==> src/rtl/overlay_pkg.sv <==
// -----------------------------------------------------------------------------
// overlay_pkg
//   Constants and types shared by the text/digit overlays: glyph geometry,
//   RGB444 colours, the blank font code, font ROM depth/address width,
//   the stage-1 pipeline record and the ROM address packing helper.
// -----------------------------------------------------------------------------
package overlay_pkg;

  // Unscaled glyph cell.
  localparam int GLYPH_W = 8;
  localparam int GLYPH_H = 16;

  // Font ROM: 16 codes x 16 rows, one byte per row.
  localparam int ROM_DEPTH = 256;
  localparam int ROM_AW    = $clog2(ROM_DEPTH);

  // Code that always reads back as an all-zero glyph.
  localparam logic [3:0] BLANK_CODE = 4'hF;
  localparam logic [3:0] MAX_DIGIT  = 4'd9;

  // RGB444 colours.
  localparam logic [11:0] RGB_BLACK = 12'h000;
  localparam logic [11:0] RGB_CYAN  = 12'h0FF;

  // Stage-1 record travelling alongside the synchronous ROM read.
  typedef struct packed {
    logic       hit;    // pixel inside some digit cell
    logic       blank;  // render this cell empty (bad digit or cursor off)
    logic [2:0] col;    // glyph column, 0 = leftmost
  } stage1_t;

  // ROM address layout: {code, row}.
  function automatic logic [ROM_AW-1:0] rom_addr(input logic [3:0] code,
                                                 input logic [3:0] row);
    return {code, row};
  endfunction

endpackage

==> src/rtl/digit_font_rom.sv <==
// -----------------------------------------------------------------------------
// digit_font_rom
//   Synchronous 8x16 font ROM for the decimal digits 0-9, one-cycle read.
//   Codes 10-15 read as all-zero rows. Bit 7 of a row is the leftmost pixel.
//   The data register clears asynchronously while reset is low.
//
// Ports
//   clk    in   pixel clock
//   reset  in   asynchronous active-low reset
//   addr   in   {code[3:0], row[3:0]}
//   data   out  glyph row, valid one clock after addr
// -----------------------------------------------------------------------------
module digit_font_rom
  import overlay_pkg::*;
(
  input  logic              clk,
  input  logic              reset,
  input  logic [ROM_AW-1:0] addr,
  output logic [7:0]        data
);

  // Each glyph is stored as 16 bytes, row 0 in the most significant byte.
  function automatic logic [7:0] glyph_row(input logic [3:0] code,
                                           input logic [3:0] row);
    logic [127:0] g;
    case (code)
      4'd0:    g = 128'h0000_7CC6_C6CE_DEF6_E6C6_C67C_0000_0000;
      4'd1:    g = 128'h0000_1838_7818_1818_1818_187E_0000_0000;
      4'd2:    g = 128'h0000_7CC6_060C_1830_60C0_C6FE_0000_0000;
      4'd3:    g = 128'h0000_7CC6_0606_3C06_0606_C67C_0000_0000;
      4'd4:    g = 128'h0000_0C1C_3C6C_CCFE_0C0C_0C1E_0000_0000;
      4'd5:    g = 128'h0000_FEC0_C0C0_FC06_0606_C67C_0000_0000;
      4'd6:    g = 128'h0000_3860_C0C0_FCC6_C6C6_C67C_0000_0000;
      4'd7:    g = 128'h0000_FEC6_0606_0C18_3030_3030_0000_0000;
      4'd8:    g = 128'h0000_7CC6_C6C6_7CC6_C6C6_C67C_0000_0000;
      4'd9:    g = 128'h0000_7CC6_C6C6_7E06_0606_0C78_0000_0000;
      default: g = '0;
    endcase
    return g[8*(15 - int'(row)) +: 8];
  endfunction

  always_ff @(posedge clk or negedge reset) begin
    if (!reset) begin
      data <= 8'h00;
    end else begin
      data <= glyph_row(addr[7:4], addr[3:0]);
    end
  end

endmodule

==> src/rtl/vga_digit_overlay.sv <==
// -----------------------------------------------------------------------------
// vga_digit_overlay
//   Renders NUM_FIELDS two-digit BCD fields (e.g. HH:MM:SS) as scaled 8x16
//   glyphs. Field k's tens digit starts at X0 + k*FIELD_PITCH, its units digit
//   follows immediately; all digits share the rows [Y0, Y0 + 16<<SCALE_LOG2).
//
//   Stream protocol: no handshake. One pixel coordinate is accepted on every
//   clock and its colour appears exactly two clocks later; video_on and
//   okmaquina travel down the pipe with the coordinate.
//
//   Compile-time option: define VGA_DIGIT_OVERLAY_BLINK_EN to build the
//   frame counter, blink phase and edit cursor. Without it cursor_sel and
//   frame_tick are ignored and every field is always visible.
//
// Ports
//   clk         in   pixel clock
//   reset       in   asynchronous active-low reset
//   okmaquina   in   overlay enable; low forces outputs to 0
//   video_on    in   active-video flag aligned with pix_x/pix_y
//   pix_x       in   [9:0] current column
//   pix_y       in   [9:0] current row
//   timer_in    in   [8*NUM_FIELDS-1:0] field k = [8k+7:8k], tens in high nibble
//   cursor_sel  in   0 = no cursor, k = field k-1 blinks
//   frame_tick  in   one-cycle pulse per frame
//   rgbtext     out  [11:0] RGB444 overlay colour
//   text_hit    out  pixel lies in any digit cell
// -----------------------------------------------------------------------------
module vga_digit_overlay
  import overlay_pkg::*;
#(
  parameter int          NUM_FIELDS  = 3,
  parameter int          X0          = 192,
  parameter int          Y0          = 320,
  parameter int          FIELD_PITCH = 128,
  parameter int          SCALE_LOG2  = 2,
  parameter logic [11:0] COLOR       = RGB_CYAN,
  parameter int          BLINK_LOG2  = 4
) (
  input  logic                              clk,
  input  logic                              reset,
  input  logic                              okmaquina,
  input  logic                              video_on,
  input  logic [9:0]                        pix_x,
  input  logic [9:0]                        pix_y,
  input  logic [8*NUM_FIELDS-1:0]           timer_in,
  input  logic [$clog2(NUM_FIELDS+1)-1:0]   cursor_sel,
  input  logic                              frame_tick,
  output logic [11:0]                       rgbtext,
  output logic                              text_hit
);

  localparam int SEL_W  = $clog2(NUM_FIELDS + 1);
  localparam int CELL_W = GLYPH_W << SCALE_LOG2;
  localparam int CELL_H = GLYPH_H << SCALE_LOG2;

  localparam logic [11:0] Y_LO    = 12'(Y0);
  localparam logic [11:0] Y_HI    = 12'(Y0 + CELL_H);
  localparam logic [11:0] FIELD_W = 12'(2 * CELL_W);

  function automatic logic [11:0] field_x(input int k);
    return 12'(X0 + k * FIELD_PITCH);
  endfunction

  // ---------------------------------------------------------------------------
  // Frame-start snapshot: rendering only ever reads the shadow copy, so the
  // digits cannot change partway down the screen.
  // ---------------------------------------------------------------------------
  logic [8*NUM_FIELDS-1:0] shadow;

  always_ff @(posedge clk or negedge reset) begin
    if (!reset) begin
      shadow <= '0;
    end else if (pix_x == 10'd0 && pix_y == 10'd0) begin
      shadow <= timer_in;
    end
  end

  // ---------------------------------------------------------------------------
  // Blink phase for the edit cursor.
  // ---------------------------------------------------------------------------
  logic blink_hide;

`ifdef VGA_DIGIT_OVERLAY_BLINK_EN
  logic [BLINK_LOG2-1:0] frame_cnt;
  logic                  blink_vis;

  // The phase flips when the counter rolls over, giving a half-period of
  // 2^BLINK_LOG2 frames. The phase starts visible out of reset.
  always_ff @(posedge clk or negedge reset) begin
    if (!reset) begin
      frame_cnt <= '0;
      blink_vis <= 1'b1;
    end else if (frame_tick) begin
      frame_cnt <= frame_cnt + BLINK_LOG2'(1);
      if (&frame_cnt) begin
        blink_vis <= ~blink_vis;
      end
    end
  end

  assign blink_hide = ~blink_vis;
`else
  assign blink_hide = 1'b0;

  logic unused_blink_inputs;
  assign unused_blink_inputs = ^{frame_tick, cursor_sel};
`endif

  // ---------------------------------------------------------------------------
  // Stage 1 (combinational part): cell decode. Fields are scanned from the
  // highest index down so that, where fields overlap, the lowest index is
  // the last to assign and therefore wins.
  // ---------------------------------------------------------------------------
  logic [11:0] px, py, dx, dy, dx_s, dy_s;
  logic [7:0]  fbyte;
  logic [3:0]  nibble;
  logic        hit_c, units_c, cursor_here, blank_c;
  logic [3:0]  code_c, row_c;
  logic [2:0]  col_c;
  logic        y_in;

  always_comb begin
    px          = {2'b00, pix_x};
    py          = {2'b00, pix_y};
    y_in        = (py >= Y_LO) && (py < Y_HI);
    dy          = py - Y_LO;
    hit_c       = 1'b0;
    dx          = '0;
    fbyte       = '0;
    cursor_here = 1'b0;

    for (int k = NUM_FIELDS - 1; k >= 0; k--) begin
      if (y_in && (px >= field_x(k)) && (px < field_x(k) + FIELD_W)) begin
        hit_c       = 1'b1;
        dx          = px - field_x(k);
        fbyte       = shadow[8*k +: 8];
        cursor_here = (cursor_sel == SEL_W'(k + 1));
      end
    end

    // Offsets in glyph units: bit 3 of the scaled x offset selects the
    // units digit, the low three bits are the glyph column.
    dx_s    = dx >> SCALE_LOG2;
    dy_s    = dy >> SCALE_LOG2;
    units_c = dx_s[3];
    col_c   = dx_s[2:0];
    row_c   = dy_s[3:0];
    nibble  = units_c ? fbyte[3:0] : fbyte[7:4];

    blank_c = !hit_c || (nibble > MAX_DIGIT) || (cursor_here && blink_hide);
    code_c  = blank_c ? BLANK_CODE : nibble;
  end

  // Only the low nibble of each scaled offset is meaningful inside a cell.
  logic unused_offset_bits;
  assign unused_offset_bits = ^{dx_s[11:4], dy_s[11:4]};

  // ---------------------------------------------------------------------------
  // Stage 1 registers. The ROM registers its address on the same edge, so
  // code and row live inside the ROM's read register rather than here.
  // ---------------------------------------------------------------------------
  stage1_t    s1;
  logic       s1_en;
  logic [7:0] rom_data;

  always_ff @(posedge clk or negedge reset) begin
    if (!reset) begin
      s1    <= '0;
      s1_en <= 1'b0;
    end else begin
      s1.hit   <= hit_c;
      s1.blank <= blank_c;
      s1.col   <= col_c;
      s1_en    <= video_on & okmaquina;
    end
  end

  digit_font_rom u_font_rom (
    .clk   (clk),
    .reset (reset),
    .addr  (rom_addr(code_c, row_c)),
    .data  (rom_data)
  );

  // ---------------------------------------------------------------------------
  // Stage 2: pick the glyph bit and register the outputs.
  // ---------------------------------------------------------------------------
  logic pix_on;
  assign pix_on = s1_en && s1.hit && !s1.blank && rom_data[3'd7 - s1.col];

  always_ff @(posedge clk or negedge reset) begin
    if (!reset) begin
      rgbtext  <= RGB_BLACK;
      text_hit <= 1'b0;
    end else begin
      rgbtext  <= pix_on ? COLOR : RGB_BLACK;
      text_hit <= s1_en & s1.hit;
    end
  end

endmodule

==> config.mk <==
export PLATFORM = sky130hd
export DESIGN_NAME = vga_digit_overlay
export DESIGN_NICKNAME = d
export VERILOG_FILES = /design/src/rtl/overlay_pkg.sv /design/src/rtl/digit_font_rom.sv /design/src/rtl/vga_digit_overlay.sv
export SDC_FILE = /design/constraint.sdc
export NUM_CORES = 1
export LEC_CHECK = 0
export ABC_CLOCK_PERIOD_IN_PS = 3500
export CAP_MARGIN = 20
export CORE_MARGIN = 2
export CORE_UTILIZATION = 47
export DETAILED_ROUTE_END_ITERATION = 7
export PLACE_DENSITY = 0.78
export SLEW_MARGIN = 10
export SYNTH_ARGS = -nofsm -noshare
export SYNTH_HDL_FRONTEND = slang
export SYNTH_SLANG_ARGS = --single-unit
export TNS_END_PERCENT = 30
==> constraint.sdc <==
create_clock -name clk -period 3.5 [get_ports clk]
set_clock_uncertainty 0.2 [all_clocks]
set_input_delay 0.7 -clock clk [delete_from_list [all_inputs] [get_ports clk]]
set_output_delay 0.7 -clock clk [all_outputs]
set_load 0.05 [all_outputs]
# == Word-level counts from Yosys, hierarchy flattened ==
# Memory sizes are Yosys's and may differ from the RTL's.
# Index checks and enable logic that the tools add are counted.
# classes
n_mux,14
n_addsub,6
n_lt_le_gt_ge,10
n_shift,1
bitwise,2
reduce_logical,16
# op_table
cell,count
variable part select 128 x 32 -> 8 bit,1
2-to-1 mux 8 bit,4
"greater-or-equal comparator 10 x 9 -> 1 bit, second input constant",3
"less-than comparator 10 x 9 -> 1 bit, second input constant",3
"subtractor 6 x 1 -> 6 bit, second input constant",4
logical NOT 10 bit,2
2-to-1 mux 6 bit,3
logical AND 1 bit,11
"greater-or-equal comparator 10 x 8 -> 1 bit, second input constant",1
"less-than comparator 10 bit, second input constant",1
2-to-1 mux 4 bit,2
"subtractor 4 x 4 -> 5 bit, first input constant",1
"> comparator 4 bit, second input constant",1
"less-than comparator 3 x 4 -> 1 bit, second input constant",1
2-to-1 mux 1 bit,4
binary-select mux 1 bit (select 3 bit),1
"subtractor 3 bit, first input constant",1
bitwise AND 1 bit,2
logical NOT 1 bit,2
logical OR 1 bit,1
# word_totals
romBits,1120
regBits,47
mem_count,1
# mem_list
memory,depth,word_bits,rd,rd_ports_with_merged_regs,write_ports,line,text
(no name shown),16,70,1,0,0,digit_font_rom.sv:26,case (code)

# == Longest topological paths before layout ==
# Gate-level depths: netlist of the first run.
# An unclocked memory read counts as a cell.
# depth
ltp_word,13
mapped_depth,18

# == Cells and area by module ==
# Synthesis of the first run repeated with hierarchy kept, for this count alone.
# unflattened
hier_cells,317
area_unflattened_um2,3113.0
# by_module_without_submodules
module,area_each_um2,instances,seq_area_each_um2,cells_each
vga_digit_overlay,1752.9,1,800.8,122
digit_font_rom,1360.1,1,175.2,195

# == Worst setup path before layout of the first run ==
# No wires, ideal clock.
# synth_path
path_kind,input to register
from,in pix_x[8]
to,reg u_font_rom.data[6]
t_arrival_ns,3.370
setup_ns,0.132
path_buffers,2
stages,16
slack_ns,-0.202
cell_sequence,nor2b_1 mux4_2 or3_1 buf_6 nand2_2 nand2_2 buf_2 and2_1 inv_1 ha_1 and2_1 nor3_2 nor3_1 a41o_1 a221oi_2 o21ai_1
# synth_between
elab_chain_len,12
# synth_lines
item,line,text
from (decl),vga_digit_overlay.sv:43,"input logic [9:0] pix_x,"
greater-or-equal comparator 10 x 9 -> 1 bit,vga_digit_overlay.sv:133,if (y_in && (px >= field_x(k)) && (px < field_x(k) + FIELD_W)) begin
logical AND 1 bit (2 in a row),vga_digit_overlay.sv:133,
2-to-1 mux 8 bit or 2-to-1 mux 6 bit (tied branches) (3 in a row),vga_digit_overlay.sv:133,
2-to-1 mux 4 bit,vga_digit_overlay.sv:148,nibble = units_c ? fbyte[3:0] : fbyte[7:4];
> comparator 4 bit,vga_digit_overlay.sv:150,blank_c = !hit_c || (nibble > MAX_DIGIT) || (cursor_here && blink_hide);
logical OR 1 bit,vga_digit_overlay.sv:150,
2-to-1 mux 4 bit (*),vga_digit_overlay.sv:151,code_c = blank_c ? BLANK_CODE : nibble;
memory read (16 x 70 bit) (*),n/a,
variable part select 128 x 32 -> 8 bit (*),digit_font_rom.sv:39,return g[8*(15 - int'(row)) +: 8];
to (signal assigned),digit_font_rom.sv:46,"data <= glyph_row(addr[7:4], addr[3:0]);"
to (decl),digit_font_rom.sv:19,output logic [7:0] data
# Every way passes the cells marked *; elsewhere a longest branch is shown, timed or not.
# A chain may end at the register's enable or synchronous reset.

# == Worst setup path in the final report of the first run ==
# Ends and elaborated chain as after synthesis.

==> results of run 1 <==
## cells by family (layout without fill, tap and decap cells)
family / Yosys count / after routing
simple gates: 120 / 120
compound gates: 98 / 98
buf+inv: 44 / 149
flops: 39 / 39
mux: 30 / 30
fa+ha+maj: 8 / 8
other cells: 1 / 4
## routing by layer
metal	global-route usage, %	vias to the layer above	share of wire [%]
li1	-	1457	-
met1	35.3	1477	42
met2	45.1	153	49
met3	4.95	21	7.0
met4	7.33	0	1.7
met5	0	-	0
## worst reg2reg max path: stages (launching register included)
cell                       delay [ps]
sky130_fd_sc_hd__dfrtp_1          350
sky130_fd_sc_hd__nor2_1            40
sky130_fd_sc_hd__mux4_2           480
sky130_fd_sc_hd__or3_4            420
sky130_fd_sc_hd__nand2_4           90
sky130_fd_sc_hd__nand2_4           60
sky130_fd_sc_hd__and2_4           180
sky130_fd_sc_hd__inv_4             60
sky130_fd_sc_hd__ha_4             200
sky130_fd_sc_hd__and2_4           150
sky130_fd_sc_hd__nor3_4           180
sky130_fd_sc_hd__nor3_2            70
sky130_fd_sc_hd__a41o_1           220
sky130_fd_sc_hd__a221oi_2         230
sky130_fd_sc_hd__o21ai_1           90
## cells in the final DEF, fill, tap and decap left out, types with 6 or more instances in the layout
cell type and count:
sky130_fd_sc_hd__buf_4 71, sky130_fd_sc_hd__clkdlybuf4s50_1 46, sky130_fd_sc_hd__dfrtp_1 39, sky130_fd_sc_hd__nand2_1 29, sky130_fd_sc_hd__mux2_2 22, sky130_fd_sc_hd__nor2_1 19
sky130_fd_sc_hd__a21oi_1 19, sky130_fd_sc_hd__o21ai_0 16, sky130_fd_sc_hd__nand2b_1 10, sky130_fd_sc_hd__and2_1 8, sky130_fd_sc_hd__inv_1 7, sky130_fd_sc_hd__nand3_1 7
sky130_fd_sc_hd__nor4_1 7, sky130_fd_sc_hd__a31oi_1 7, sky130_fd_sc_hd__dlygate4sd2_1 6
## power groups by stage
stage          sequential, mW  clock, mW  combinational, mW
2_1_floorplan           0.465          0             0.0833
3_3_place_gp            0.465          0              0.190
3_5_place_dp            0.465          0              0.192
4_1_cts                 0.456      0.369              0.194
5_1_grt                 0.456      0.388              0.216
6_report                0.456      0.366              0.200
## stage by stage
step	setup WS (ps)	std cells	setup TNS, ps
6_report	85.4	525	0
5_1_grt	3.54	525	0
4_1_cts	10.2	522	0
3_5_place_dp	-638	514	-3850
3_3_place_gp	-606	514	-3600
2_1_floorplan	-66.0	343	-101
## worst max-delay path by stage
stage,start,endpoint
detailed placement,pix_x[8],u_font_rom.data[7]
finish,pix_x[8],u_font_rom.data[6]
CTS,pix_x[8],u_font_rom.data[6]
global route,pix_x[8],u_font_rom.data[6]
global placement,pix_x[8],u_font_rom.data[1]
floorplan,pix_x[8],u_font_rom.data[6]
## repair_timing
action                                  in CTS  in global routing
gates resized for setup                     29                 13
hold buffers                                 0                  0
buffers inserted                             1                  3
endpoints found under the setup margin       7                  7
pin swaps                                   10                 11
## area by class of cell
type	count	area, um2	area share (%)
well taps	77	96.3	2.25
inverters	12	47.5	1.11
flip-flops and latches	39	976	22.8
clock inverters	2	37.5	0.877
multi-input cells	260	1940	45.4
repair buffers	130	1110	25.9
clock buffers	5	68.8	1.61
## sequential cells by signal (all words and copies together), names as in the netlist
register and count:
shadow 24, rgbtext 1, s1_en 1, u_font_rom.data 7, s1 5, text_hit 1
==> impl_results.rst, run 1 <==
.. list-table::
   :header-rows: 1

   * - Metric
     - Value
   * - Compound-Gate Fraction of Synth Area
     - 22.7%
   * - Main combinational cell family by area after synthesis
     - compound AO/OA/AOI/OAI gates
   * - Library cell with the largest summed area after synthesis
     - sky130_fd_sc_hd__dfrtp_1
   * - Overall track demand over capacity in global routing
     - 26.8%
   * - Net switching component of the power
     - 0.260 mW
   * - Detailed-route wire length per cell
     - 17.4 um
   * - Half-perimeter wire length of the detailed placement result
     - 7000 um
   * - Sort of element at the start of the critical path
     - primary input
   * - Clock Tree Root
     - sky130_fd_sc_hd__clkbuf_8
   * - Via density
     - 5.92
   * - Switching part of the total
     - 25.4%
   * - Most frequent cell after synthesis
     - sky130_fd_sc_hd__dfrtp_1
   * - WP buf/inv
     - 2
   * - Power density cells
     - 239 mW/mm2
   * - Xor and xnor area share after synthesis
     - 0%
   * - Multiplexer share of the synthesized area
     - 12.1%
   * - Horizontal die dimension
     - 84.0 um
   * - Required time of the critical path
     - 3470 ps
   * - Clock buffer depth
     - 2
   * - Final Max Slew Viols
     - 0
   * - Sum of internal, switching and leakage power
     - 1.02 mW
   * - Final nets
     - 507
   * - Placement row count
     - 29
   * - Floorplan die area
     - 0.00706 mm2
   * - CP arrival
     - 3390 ps
   * - Netlist area before placement
     - 0.00301 mm2
   * - Count of nets left with antenna violations after detail routing
     - 0
   * - Maximum single-stage delay on the critical path
     - 470 ps
   * - Routability-driven placement congestion ratio
     - 1.03
   * - Post-route core utilization
     - 68.2%
   * - Setup slack on the worst flop-to-flop path
     - 340 ps
   * - CORE AREA
     - 0.00628 mm2
   * - Number of cells produced by synthesis
     - 340
   * - Tightest Pin Transition
     - 868 ps
   * - Beginning of the worst register-to-register path
     - shadow[2]
   * - Logic pwr share
     - 19.5%
   * - Normalized max-slew margin
     - 42.2%
   * - Share of the yosys chip area belonging to registers
     - 32.4%
   * - Total wirelength of the detailed-routed design
     - 9150 um
   * - Part of the total power dissipated in sequential elements
     - 44.6%
   * - Cells along the critical path
     - buf_2, nor2b_1, mux4_2, or3_4, nand2_4, nand2_4, and2_4, inv_4, ha_4, and2_4, nor3_4, nor3_2, a41o_1, a221oi_2, o21ai_1
   * - Filler Cells Inserted
     - 499
   * - Die H
     - 84.0 um
   * - Path class of the lowest-slack min-delay path
     - reg -> reg
   * - Clock buffers created by TritonCTS
     - 5
   * - Clock network fraction of design power
     - 35.8%
   * - Hold WS
     - 201 ps
   * - Syn-to-layout area delta
     - 42.2%
   * - Detailed router's first-iteration violation count
     - 263
   * - Worst VDD drop
     - 233 uV
   * - Starting utilization of the core area
     - 47.9%
   * - Pin count of the biggest net entering global routing
     - 40
   * - Clock Latency Late Sink
     - 290 ps
   * - Proportion of layout cells with a drive suffix above 1
     - 33.7%
   * - CTS tree
     - yes
   * - Final instance area
     - 0.00428 mm2
   * - GRT overflow
     - 0
   * - Worst r2r dst
     - u_font_rom.data[6]
   * - Run status
     - completed
   * - Time the final worst path needs with I/O delays and setup
     - 3410 ps
   * - Leading post-synthesis cells by cell area
     - sky130_fd_sc_hd__dfrtp_1 (32%), sky130_fd_sc_hd__mux2_2 (8.2%), sky130_fd_sc_hd__nand2_1 (3.7%), sky130_fd_sc_hd__ha_1 (3.3%), sky130_fd_sc_hd__a21oi_1 (3.2%)
   * - Worst Setup End Kind
     - register
   * - Area post-placement
     - 0.00406 mm2
   * - Total of flip-flops plus latches after synthesis
     - 39
   * - Depth of the worst register-to-register path
     - 14
   * - Antenna diode instance count
     - 0
   * - Initial DRT Pass Iterations
     - 5
   * - Clk pin slew, worst setup/hold paths
     - 70 ps
   * - Global-route wire length before repair
     - 15300 um
   * - Post-synthesis average cell area
     - 8.85 um2
   * - Area share of fa/ha/maj cells after synthesis
     - 3.33%
   * - Number of levels in the clock H-tree
     - 2
   * - Period utilization
     - 97.6%
   * - Cell internal power dissipation
     - 0.762 mW
   * - Share of the synthesized area in the top cell type
     - 32.4%
   * - Synth warn
     - 0
   * - Hold Path Cell Cnt
     - 1
   * - Static leakage power
     - 1.85 nW
   * - Hold path startpoint
     - s1[3]
   * - Basic-gate share of the synthesized area counting and, or, nand and nor cells
     - 21.5%
   * - Vias in the first global route
     - 3127
   * - Unrepaired setup endpoints after global routing
     - false
   * - Top cells by count, synth
     - sky130_fd_sc_hd__dfrtp_1 (39), sky130_fd_sc_hd__nand2_1 (30), sky130_fd_sc_hd__mux2_2 (22)
   * - Input/output buffers
     - 56
   * - Hold violation count in the final report
     - 0
   * - Number of distinct library cell variants in the gate-level netlist after synthesis
     - 64
   * - Routed via count
     - 3108
   * - Worst Setup Path Type
     - in -> reg
   * - Number of I/O pins
     - 64
   * - Initial antenna violation count
     - 0
   * - Worst hold path endpoint
     - rgbtext[6]
   * - Number of enable-type register cells in the synthesized netlist
     - 0
   * - Number of clock sinks
     - 39
   * - Largest driver fanout on the critical path
     - 5
   * - Highest achievable clock rate
     - 0.293 GHz
   * - Critical Path Slowest Stage Cell
     - sky130_fd_sc_hd__mux4_2
   * - Primary flip-flop cell chosen by synthesis mapping
     - sky130_fd_sc_hd__dfrtp_1
   * - Proportion of synthesized flip-flops having asynchronous set or reset
     - 100%
   * - CP Depth
     - 15
   * - Category of cells accounting for the largest share of critical-path delay
     - simple AND/OR/NAND/NOR gates
   * - Max Cap Violations
     - 0
   * - Post-route DRC violation count
     - 0
   * - Number of failing setup endpoints in the final timing report
     - 0
Power figures use the tool's default switching activity.
==> inputs of run 2 (changes only) <==
--- a/config.mk
+++ b/config.mk
@@ -7,7 +7,7 @@
 export LEC_CHECK = 0
 export ABC_CLOCK_PERIOD_IN_PS = 3500
 export CAP_MARGIN = 20
-export CORE_MARGIN = 2
+export CORE_MARGIN = 3
 export CORE_UTILIZATION = 47
 export DETAILED_ROUTE_END_ITERATION = 7
 export PLACE_DENSITY = 0.78
==> impl_results.rst, run 2 (synthesis gave the netlist of run 1 again) <==
.. list-table::
   :header-rows: 1

   * - Metric
     - Value
   * - Run status
     - finished, violations left
   * - Violations in the final reports
     - negative setup slack
   * - Most common library cell in the layout ignoring fill and taps
     - sky130_fd_sc_hd__buf_4
   * - Switching part of the total
     - 27.8% (+2.3 points)
   * - Initial DRT Pass Iterations
     - 6 (+1)
   * - Cells along the critical path
     - buf_2, buf_6, or2_2, nand4_1, mux2i_1, o41a_1, and2_4, inv_4, buf_4, buf_4, ha_1, a221oi_2, o21bai_1, a41oi_2, a31oi_1, o32ai_1
   * - Global-route wire length before repair
     - 16300 um (+6.5%)
   * - Max Cap Violations
     - 0 (unchanged)
   * - Number of flip-flops under the largest register name
     - 24 (unchanged)
   * - Worst hold path endpoint
     - rgbtext[6]
   * - Hold-fix buffer count after cts
     - 0 (unchanged)
   * - Vias in the first global route
     - 3336 (+6.7%)
   * - Proportion of layout cells with a drive suffix above 1
     - 38.4% (+4.7 points)
   * - GRT overflow
     - 0 (unchanged)
   * - Worst r2r dst
     - u_font_rom.data[2]
   * - Routed via count
     - 3422 (+10%)
   * - Horizontal die dimension
     - 86.0 um (+2.4%)
   * - Count of nets left with antenna violations after detail routing
     - 0 (unchanged)
   * - Launching element of the worst setup path
     - pix_x[8]
   * - Post-route core utilization
     - 73.8% (+5.7 points)
   * - Starting utilization of the core area
     - 49.6% (+1.7 points)
   * - Placement row count
     - 28 (-3.4%)
   * - CTS tree
     - yes
   * - Highest achievable clock rate
     - 0.285 GHz (-2.7%)
   * - Final Max Slew Viols
     - 0 (unchanged)
   * - Number of clock sinks
     - 39 (unchanged)
   * - Depth of the worst register-to-register path
     - 16 (+2)
   * - Initial antenna violation count
     - 0 (unchanged)
   * - Filler Cells Inserted
     - 422 (-15%)
   * - Net switching component of the power
     - 0.268 mW (+3.2%)
   * - Time the final worst path needs with I/O delays and setup
     - 3510 ps (+94.8 ps)
   * - Path class of the lowest-slack min-delay path
     - reg -> reg
   * - Registers with the most flip-flops
     - shadow: 24 flops, u_font_rom.data: 7 flops, s1: 5 flops
   * - Maximum single-stage delay on the critical path
     - 310 ps (-160 ps)
   * - Overall track demand over capacity in global routing
     - 27.5% (+0.67 points)
   * - Period utilization
     - 100% (+2.7 points)
   * - Clock buffer depth
     - 2 (unchanged)
   * - Hold path startpoint
     - s1[3]
   * - Clock network fraction of design power
     - 30.4% (-5.4 points)
   * - WP buf/inv
     - 5 (+3)
   * - Post-route DRC violation count
     - 0 (unchanged)
   * - Worst VDD drop
     - 267 uV (+14%)
   * - Beginning of the worst register-to-register path
     - shadow[21]
   * - Detailed router's first-iteration violation count
     - 391 (+49%)
   * - Die H
     - 86.0 um (+2.4%)
   * - Critical Path Slowest Stage Cell
     - sky130_fd_sc_hd__a221oi_2
   * - Input/output buffers
     - 56 (unchanged)
   * - Clk pin slew, worst setup/hold paths
     - 80 ps (about the same)
   * - Floorplan die area
     - 0.00740 mm2 (+4.8%)
   * - Required time of the critical path
     - 3480 ps (about the same)
   * - Hold violation count in the final report
     - 0 (unchanged)
   * - Total wirelength of the detailed-routed design
     - 10600 um (+16%)
   * - Logic pwr share
     - 22.4% (+2.9 points)
   * - Part of the total power dissipated in sequential elements
     - 47.2% (+2.6 points)
   * - Worst Setup Path Type
     - in -> reg
   * - Static leakage power
     - 1.94 nW (+5.3%)
   * - Number of I/O pins
     - 64 (unchanged)
   * - Unrepaired setup endpoints after global routing
     - true
   * - Sort of element at the start of the critical path
     - primary input
   * - Clock Latency Late Sink
     - 290 ps (about the same)
   * - Crit path setup slack, layout
     - -9.36 ps (-94.8 ps)
   * - Clock Tree Root
     - sky130_fd_sc_hd__clkbuf_8
   * - Cell internal power dissipation
     - 0.697 mW (-8.5%)
   * - Cell repeated most along the worst path
     - sky130_fd_sc_hd__buf_4
   * - Clock buffers created by TritonCTS
     - 5 (unchanged)
   * - Number of levels in the clock H-tree
     - 2 (unchanged)
   * - Half-perimeter wire length of the detailed placement result
     - 6950 um (-0.65%)
   * - Power density cells
     - 216 mW/mm2 (-9.7%)
   * - Hold Path Cell Cnt
     - 1 (unchanged)
   * - Largest driver fanout on the critical path
     - 4 (-1)
   * - Number of failing setup endpoints in the final timing report
     - 1 (+1)
   * - Worst Setup End Kind
     - register
   * - Commonest cells after routing, fill and taps aside
     - sky130_fd_sc_hd__buf_4 (82), sky130_fd_sc_hd__clkdlybuf4s50_1 (46), sky130_fd_sc_hd__dfrtp_1 (39)
   * - Category of cells accounting for the largest share of critical-path delay
     - compound AO/OA/AOI/OAI gates
   * - Normalized max-slew margin
     - 43.6% (+1.4 points)
   * - Final nets
     - 524 (+3.4%)
   * - Routability-driven placement congestion ratio
     - 0.961 (-6.7%)
   * - Antenna diode instance count
     - 0 (unchanged)
   * - Tightest Pin Transition
     - 846 ps (-21.6 ps)
   * - Hold WS
     - 221 ps (+19.7 ps)
   * - Syn-to-layout area delta
     - 48.7%
   * - Setup slack on the worst flop-to-flop path
     - 220 ps (-120 ps)
   * - Pin count of the biggest net entering global routing
     - 40 (unchanged)
   * - Via density
     - 6.33 (+6.8%)
   * - CP arrival
     - 3490 ps (+100 ps)
   * - Largest register by flop count
     - shadow
   * - Detailed-route wire length per cell
     - 19.5 um (+12%)
   * - CORE AREA
     - 0.00606 mm2 (-3.4%)
-- run 2: cell count changes in the layout (fill, tap and decap cells not counted), moves of 2 or more --
cell	change
sky130_fd_sc_hd__buf_4	+11
sky130_fd_sc_hd__buf_2	+3
sky130_fd_sc_hd__nand2_1	-2
sky130_fd_sc_hd__nor4_1	-2
sky130_fd_sc_hd__dlygate4sd2_1	-3
sky130_fd_sc_hd__clkinv_2	+3
sky130_fd_sc_hd__nor4_2	+2
sky130_fd_sc_hd__buf_6	+7
-- run 2: area by class of cell --
class	count	area [um2]	area share, %
clock buffer	5	68.8	1.54
timing repair buffer	147	1250	28.0
sequential	39	976	21.8
multi-input combinational	260	2020	45.1
tap	75	93.8	2.10
inverter	12	47.5	1.06
clock inverter	3	15.0	0.335
-- run 2: power groups by stage --
| stage | sequential (mW) | combinational [mW] | clock (mW) |
|---|---|---|---|
| after global placement | 0.465 | 0.186 | 0 |
| after detailed placement | 0.465 | 0.189 | 0 |
| final | 0.456 | 0.216 | 0.293 |
| after global routing | 0.456 | 0.229 | 0.317 |
| after floorplan | 0.465 | 0.0833 | 0 |
| after CTS | 0.456 | 0.198 | 0.297 |
-- run 2: worst max path at each step --
stage                          to  cells after the start
2_1_floorplan  u_font_rom.data[6]                     16
3_3_place_gp   u_font_rom.data[2]                     15
3_5_place_dp   u_font_rom.data[6]                     15
4_1_cts        u_font_rom.data[6]                     15
5_1_grt        u_font_rom.data[2]                     16
6_report       u_font_rom.data[2]                     16
-- run 2: through the flow --
step / cells / TNS (ps) / instance area (um2) / worst slack [ps] / total power, mW
2_1_floorplan: 343 / -101 / 3050 / -66.0 / 0.548
3_3_place_gp: 509 / -3680 / 4030 / -583 / 0.651
3_5_place_dp: 509 / -3830 / 4030 / -599 / 0.654
4_1_cts: 535 / 0 / 4290 / 10.8 / 0.951
5_1_grt: 541 / -182 / 4480 / -81.1 / 1.00
6_report: 541 / -9.36 / 4480 / -9.36 / 0.966
-- run 2: metal layers --
metal | vias up | share of wire [%] | track usage, %
met2 | 233 | 50 | 47.6
met5 | - | 0 | 0
met1 | 1635 | 37 | 34.2
met4 | 0 | 3.8 | 8.49
met3 | 49 | 9.1 | 5.48
li1 | 1505 | - | -
-- run 2: timing repair --
item / 4_1_cts / 5_1_grt
endpoints found under the setup margin: 7 / 7
pin swaps: 12 / 16
gates resized for setup: 39 / 31
setup buffers: 18 / 6
-- run 2: worst register-to-register path, cell delays in order, from the launching register on --
cell and delay [ps]:
sky130_fd_sc_hd__dfrtp_1 400, sky130_fd_sc_hd__mux4_2 480, sky130_fd_sc_hd__nand2b_4 170, sky130_fd_sc_hd__a21oi_4 160
sky130_fd_sc_hd__buf_6 130, sky130_fd_sc_hd__nand2_4 60, sky130_fd_sc_hd__nand2_4 90, sky130_fd_sc_hd__and2_4 180
sky130_fd_sc_hd__inv_4 40, sky130_fd_sc_hd__buf_4 120, sky130_fd_sc_hd__buf_4 120, sky130_fd_sc_hd__ha_1 200
sky130_fd_sc_hd__a221oi_2 310, sky130_fd_sc_hd__o21bai_1 110, sky130_fd_sc_hd__a41oi_2 190, sky130_fd_sc_hd__a31oi_1 70
sky130_fd_sc_hd__o32ai_1 140
